==> src/rtl/mem_line_bridge.sv <==
// Bridges one 128-bit cache-line request into four 32-bit Wishbone classic beats.
// The assembled line is returned with a single-cycle ready pulse.
module mem_line_bridge #(
    parameter logic [31:0] BASE_ADDR = 32'h3000_0000
) (
    input  logic         clk,
    input  logic         rst,
    input  logic         mem_req,
    input  logic         mem_we,
    input  logic [19:0]  mem_addr,
    input  logic [127:0] mem_wdata,
    input  logic         mem_req_reset,
    output logic [127:0] mem_rdata,
    output logic         mem_ready,
    output logic         wb_cyc_o,
    output logic         wb_stb_o,
    output logic         wb_we_o,
    output logic [3:0]   wb_sel_o,
    output logic [31:0]  wb_adr_o,
    output logic [31:0]  wb_dat_o,
    input  logic [31:0]  wb_dat_i,
    input  logic         wb_ack_i
);

    typedef enum logic [1:0] {
        ST_IDLE    = 2'd0,
        ST_BUS     = 2'd1,
        ST_RELEASE = 2'd2
    } state_t;

    state_t         state_r;
    logic [1:0]     beat_r;
    logic           cancel_r;
    logic           we_r;
    logic [19:0]    line_r;
    logic [127:0]   wdata_r;
    logic [1:0]     beat_nxt_s;

    // line_addr carries zeros in [3:0], so adding the beat offset equals concatenating it
    function automatic logic [31:0] beat_addr(input logic [19:0] line_addr, input logic [1:0] k);
        return BASE_ADDR + {12'h000, line_addr} + {28'h000_0000, k, 2'b00};
    endfunction

    function automatic logic [31:0] line_word(input logic [127:0] line, input logic [1:0] k);
        return line[{k, 5'b00000} +: 32];
    endfunction

    assign beat_nxt_s = beat_r + 2'd1;

    // Line FSM; all Wishbone and core-side outputs are registered here
    always_ff @(posedge clk or negedge rst) begin
        if (!rst) begin
            state_r   <= ST_IDLE;
            beat_r    <= 2'd0;
            cancel_r  <= 1'b0;
            we_r      <= 1'b0;
            line_r    <= 20'h00000;
            wdata_r   <= 128'h0;
            mem_rdata <= 128'h0;
            mem_ready <= 1'b0;
            wb_cyc_o  <= 1'b0;
            wb_stb_o  <= 1'b0;
            wb_we_o   <= 1'b0;
            wb_sel_o  <= 4'h0;
            wb_adr_o  <= 32'h0000_0000;
            wb_dat_o  <= 32'h0000_0000;
        end else begin
            mem_ready <= 1'b0;
            case (state_r)
                ST_IDLE: begin
                    if (mem_req && !mem_req_reset) begin
                        line_r   <= mem_addr & 20'hFFFF0;
                        we_r     <= mem_we;
                        wdata_r  <= mem_wdata;
                        beat_r   <= 2'd0;
                        cancel_r <= 1'b0;
                        state_r  <= ST_BUS;
                        wb_cyc_o <= 1'b1;
                        wb_stb_o <= 1'b1;
                        wb_we_o  <= mem_we;
                        wb_sel_o <= 4'hF;
                        wb_adr_o <= beat_addr(mem_addr & 20'hFFFF0, 2'd0);
                        wb_dat_o <= mem_we ? mem_wdata[31:0] : 32'h0000_0000;
                    end
                end
                ST_BUS: begin
                    // a cancel only suppresses the ready pulse; the beats always finish
                    if (mem_req_reset) begin
                        cancel_r <= 1'b1;
                    end
                    if (wb_ack_i) begin
                        if (!we_r) begin
                            mem_rdata[{beat_r, 5'b00000} +: 32] <= wb_dat_i;
                        end
                        if (beat_r == 2'd3) begin
                            state_r   <= ST_RELEASE;
                            beat_r    <= 2'd0;
                            mem_ready <= !(cancel_r || mem_req_reset);
                            wb_cyc_o  <= 1'b0;
                            wb_stb_o  <= 1'b0;
                            wb_we_o   <= 1'b0;
                            wb_sel_o  <= 4'h0;
                            wb_adr_o  <= 32'h0000_0000;
                            wb_dat_o  <= 32'h0000_0000;
                        end else begin
                            beat_r   <= beat_nxt_s;
                            wb_adr_o <= beat_addr(line_r, beat_nxt_s);
                            wb_dat_o <= we_r ? line_word(wdata_r, beat_nxt_s) : 32'h0000_0000;
                        end
                    end
                end
                ST_RELEASE: begin
                    // a request still held from the finished transaction must not restart it
                    if (!mem_req || mem_req_reset) begin
                        state_r <= ST_IDLE;
                    end
                end
                default: begin
                    state_r  <= ST_IDLE;
                    beat_r   <= 2'd0;
                    cancel_r <= 1'b0;
                    wb_cyc_o <= 1'b0;
                    wb_stb_o <= 1'b0;
                    wb_we_o  <= 1'b0;
                    wb_sel_o <= 4'h0;
                    wb_adr_o <= 32'h0000_0000;
                    wb_dat_o <= 32'h0000_0000;
                end
            endcase
        end
    end

endmodule
==> config.mk <==
export PLATFORM = sky130hd
export DESIGN_NAME = mem_line_bridge
export DESIGN_NICKNAME = d
export VERILOG_FILES = /design/src/rtl/mem_line_bridge.sv
export SDC_FILE = /design/constraint.sdc
export NUM_CORES = 1
export LEC_CHECK = 0
export CORE_MARGIN = 2
export CORE_UTILIZATION = 51
export CTS_BUF_LIST = sky130_fd_sc_hd__clkbuf_4
export CTS_CLUSTER_DIAMETER = 100
export DETAILED_ROUTE_END_ITERATION = 10
export HOLD_SLACK_MARGIN = 0.02
export PLACE_DENSITY = 0.88
export SETUP_SLACK_MARGIN = 0.15
export SLEW_MARGIN = 10
export SYNTH_ARGS = -nofsm -noshare
export SYNTH_HDL_FRONTEND = slang
export SYNTH_SLANG_ARGS = --single-unit
export TNS_END_PERCENT = 100
==> constraint.sdc <==
create_clock -name clk -period 2.8 [get_ports clk]
set_clock_uncertainty 0.2 [all_clocks]
set_input_delay 0.28 -clock clk [delete_from_list [all_inputs] [get_ports clk]]
set_output_delay 0.28 -clock clk [all_outputs]
set_load 0.03 [all_outputs]
Yosys cells after proc, flatten, opt, wreduce, memory -nomap -nowiden
Index checks and enable logic that the tools add are counted.
{"block": "totals", "romBits": 0, "memories": 0, "latchBits": 0, "out_inout_bits": 200, "wordCells": 80, "ff_bits": 349, "ramBits": 0}
{"block": "op_classes", "shift": 3, "bitwise_logic": 2, "eq_ne": 8, "mul": 0, "n_div": 0, "n_mux": 36, "n_addsub": 5, "n_reduce_logical": 13, "n_lt_le_gt_ge": 0}
{"op": "two-way mux 32 bit", "count": 8}
{"op": "one-hot mux 32 bit (3 select lines)", "count": 2}
{"op": "bitwise mux 128 bit", "count": 1}
{"op": "variable shift 32 x 9 -> 128 bit (first input constant)", "count": 1}
{"op": "indexed part select 128 x 8 -> 32 bit", "count": 1}
{"op": "indexed part select 32 x 9 -> 128 bit", "count": 1}
{"op": "adder 30 x 20 -> 31 bit (first input constant)", "count": 2}
{"op": "adder 31 x 4 -> 32 bit", "count": 1}
{"op": "two-way mux 2 bit", "count": 7}
{"op": "two-way mux 4 bit", "count": 3}
{"op": "one-hot mux 2 bit (3 select lines)", "count": 2}
{"op": "one-hot mux 4 bit (3 select lines)", "count": 1}
{"op": "!= test 2 bit (second input constant)", "count": 5}
{"op": "two-way mux 1 bit", "count": 9}
{"op": "negator 7 -> 9 bit", "count": 1}
{"op": "one-hot mux 1 bit (3 select lines)", "count": 3}
{"op": "AND reduction 3 bit", "count": 3}
{"op": "AND reduction 4 bit", "count": 2}
{"op": "== test 2 bit (second input constant)", "count": 2}
{"op": "logical NOT 1 bit", "count": 3}
{"op": "adder 2 x 1 -> 2 bit (second input constant)", "count": 1}
{"op": "== test 2 x 1 -> 1 bit (second input constant)", "count": 1}
{"op": "logical NOT 2 bit", "count": 1}
{"op": "logical OR 1 bit", "count": 2}
{"op": "3 further kinds", "count": 4}

Depth between registers and ports, before layout
{"block": "depth", "word_depth": 6, "mapped_depth": 9, "mapped_depth_nobuf": 5}

Least setup slack after synthesis
Ideal clock, no wire load.
{"block": "synth_timing", "kind": "reg2reg", "from": "register beat_r[0]", "to": "register wb_dat_o[10]", "n_path_buf": 3, "path_stages_with_launch": 8, "arrival_time_ns": 2.162, "required_ns": 2.474, "path_slack_ns": 0.312, "cell_sequence": "dfrtp_1 buf_2 inv_1 ha_1 buf_2 clkbuf_1 mux4_2 a221o_1"}
{"block": "synth_between", "elab_chain_cells": 6, "elab_cells_between_ends": 7, "classes_between": "add/sub (1); eq/ne (1); shift (1); mux (4)"}
{"item": "start: declaration", "line_no": "32", "text": "logic [1:0] beat_r;"}
{"item": "start signal: assignment", "line_no": "106", "text": "beat_r <= beat_nxt_s;"}
{"item": "adder 2 x 1 -> 2 bit", "line_no": "48", "text": "assign beat_nxt_s = beat_r + 2'd1;"}
{"item": "indexed part select 128 x 8 -> 32 bit", "line_no": "45", "text": "return line[{k, 5'b00000} +: 32];"}
{"item": "two-way mux 32 bit", "line_no": "108", "text": "wb_dat_o <= we_r ? line_word(wdata_r, beat_nxt_s) : 32'h0000_0000;"}
{"item": "two-way mux 32 bit (*)", "line_no": "95", "text": "if (beat_r == 2'd3) begin"}
{"item": "two-way mux 32 bit (*)", "line_no": "91", "text": "if (wb_ack_i) begin"}
{"item": "one-hot mux 32 bit (3 select lines) (*)", "line_no": "69", "text": "case (state_r)"}
{"item": "end signal: assignment", "line_no": "83", "text": "wb_dat_o <= mem_we ? mem_wdata[31:0] : 32'h0000_0000;"}
{"item": "end signal: assignment", "line_no": "108"}
{"item": "end: declaration", "line_no": "20", "text": "output logic [31:0] wb_dat_o,"}
Mark *: on every way between the ends. The rest lies on a longest branch, timed or not. The select of a mux whose other input is x is not followed.
A chain may end at the register's enable or synchronous reset.

==> metrics.cfg <==
[drt]
drt_iter0_markers=1671
drc_errors=0
wl_mm=54.4
wl_per_cell_um=22.2
drtPass1Iterations=6
vias=14400
drt-vias-per-instance=5.88
ant_nets=0

[finish]
nets=2203
drive_above_1_share=0.110
area_delta_synth_final_pct=46.2
fin_util=0.762

[placement]
port_buffers=369
dp_hpwl_mm=30.6
gp_congestion=0.865
placement.setup.worst_slack_ns=0.319

[critical_path]
critical-path-top-delay-family=buffers and inverters
arrival_ns=1.94
worst_setup_path_start_kind=flop
cp_cell_sequence=clkdlybuf4s50_1
cp_num_buf_inv=1
path_class=flop to primary output
crit_required_ns=2.32
worstSetupEndpointType=primary output
slowest_stage=clkdlybuf4s50_1
crit_fanout=7
max_stage_delay_ns=0.75

[floorplan]
die_w_um=173
initial_core_util=0.521
rows=61
pin_count=386
die_h_um=173
core-area_sq_um=28000
dieArea_sq_um=30000

[power]
power_frac_clock=0.179
ir_drop_mv=0.538
p_sw_uw=10700
seqPwrFrac=0.345
power_frac_comb=0.476
p_int_uw=14100
p_per_area_nw_per_um2=1160
swShare=0.432
p_leak_uw=0.00997

[logic_synthesis]
synth_xor_area_frac=0
yosysWarnings=0
synth_compound_area_frac=0.0774
synth_top_family_by_area=simple AND/OR/NAND/NOR gates
synthMuxAreaShare=0.0713
ys_ff_latch=332
synth_cell_types=41
synthTopCellsByArea=dfrtp_1 57%, nand2_1 12%, mux4_2 4.9%, nand4_1 4.1%, inv_1 3.5%
ys_seq_area_frac=0.569
synth_edf_count=0
synth_top_area_share=0.569
synth_common_cells=468 x nand2_1, 332 x dfrtp_1, 135 x inv_1, 98 x o21ai_0, 96 x nand4_1
synthAdderAreaFrac=0.00514
synthSimpleGateAreaFrac=0.197
synth_top_cell_by_area=dfrtp_1
avgSynthCellArea_sq_um=9.90
async_reset_ff_frac=1.00
ys.flop_type=dfrtp_1
synthMostInstantiatedCell=nand2_1
netlist_area_sq_um=14600
synth_cells=1474

[clock_network]
htree_levels=3
postCtsSetupBuffers=0
clk_path_buf_depth=3
cts_resized=0
cts_sinks=332
clkTransAtPathRegs_ns=0.07
cts_buffers=84
cts_tree=built
clock-root-buffer=clkbuf_4
clk_latency_ns=0.72

[timing]
finalHoldViolCount=0
final.period_utilization=0.864
fmax_mhz=413
rsz0062_at_grt=false
drv_slew=0
setup-tns-final_ns=0
slew-limit-headroom=0.479
setup_viol=0
fin_crit_ns=2.42
worst_pin_slew_ns=0.781
final.setup.worst_slack_ns=0.381

[grt]
antenna_found_initial=2
grt_usage=0.363
grt_first_pass_wirelength_mm=85.3
grt_max_degree=86
gr-total-overflow=0
first_global_vias=15300

[flow_run]
max_cap_viol_count=0

[worst_hold_path]
hold_path_class=primary input to flop

[run_status]
status=completed

final cells by class:
| cell class | instances | area, sq um |
|---|---|---|
| inverter | 136 | 510 |
| clock buffer | 115 | 863 |
| fill | 1606 | 6680 |
| sequential | 332 | 8310 |
| tap | 378 | 473 |
| multi-input combinational | 889 | 5220 |
| clock inverter | 30 | 243 |
| antenna | 2 | 5.00 |
| timing repair buffer | 568 | 5710 |
sequential cells by signal (all words and copies together) (netlist names):
name,cells
mem_rdata,128
wdata_r,128
mem_ready,1
wb_adr_o,19
cancel_r,1
wb_we_o,1
wb_sel_o,1
line_r,16
state_r,2
beat_r,2
wb_dat_o,32
we_r,1
routing by layer:
metal / GRT usage / up-vias / share of wire
li1: - / 5993 / -
met1: 0.409 / 6926 / 0.34
met2: 0.610 / 1151 / 0.50
met3: 0.0860 / 330 / 0.090
met4: 0.254 / 0 / 0.074
met5: 0 / - / 0
final timing paths:
path | start | to | slack (ns) | cells after the start
worst max-delay path | wb_sel_o[2] | wb_sel_o[1] | 0.38 | 1
min in group asynchronous | rst | wdata_r[76] | 0.46 | 3
worst max register to register | beat_r[1] | wb_dat_o[10] | 0.41 | 5
worst min register to register | wdata_r[93] | wdata_r[93] | 0.27 | 2
max in group asynchronous | rst | mem_rdata[119] | 1.02 | 4
worst min-delay path | wb_dat_i[18] | mem_rdata[18] | 0.05 | 3
placed cells by master, fill, tap and decap left out, drive strengths merged, types with 16 or more instances in the layout:
cell             n
a221o           33
o2bb2ai         16
nand4           96
dfrtp          332
clkdlybuf4s50  368
clkinv          25
clkbuf         115
nand2          468
buf             54
dlygate4sd3    146
and3            32
inv            137
mux2i           32
o21ai           98
mux4            32
repair_timing:
action	in CTS	in global routing
hold endpoints to repair	494	0
setup endpoints to repair	0	0
hold buffers	146	0
cells by family (layout without fill, tap and decap cells):
group	count (synthesis)	in the layout
compound gates	174	174
other cells	1	14
flops	332	332
mux	64	64
simple gates	633	633
fa+ha+maj	6	6
buf+inv	264	849
metrics by stage:
step / cell area (sq um) / hold slack (ns) / instances / power, uW
after detailed placement: 18800 / 0.133 / 2157 / 19600
after CTS: 21300 / 0.0215 / 2448 / 24100
final: 21300 / 0.0499 / 2450 / 24800
after global placement: 18800 / 0.133 / 2157 / 19100
after global routing: 21300 / 0.0242 / 2450 / 25900
after floorplan: 14600 / -0.216 / 1485 / 14800
power groups by stage:
| stage | clock network [uW] | logic [uW] | registers [uW] |
|---|---|---|---|
| 2_1_floorplan | 0 | 4350 | 10400 |
| 3_3_place_gp | 0 | 10800 | 8250 |
| 3_5_place_dp | 0 | 11200 | 8360 |
| 4_1_cts | 4380 | 11400 | 8330 |
| 5_1_grt | 4740 | 12400 | 8720 |
| 6_report | 4440 | 11800 | 8580 |
Note: power is estimated with default switching activity, not from simulation.
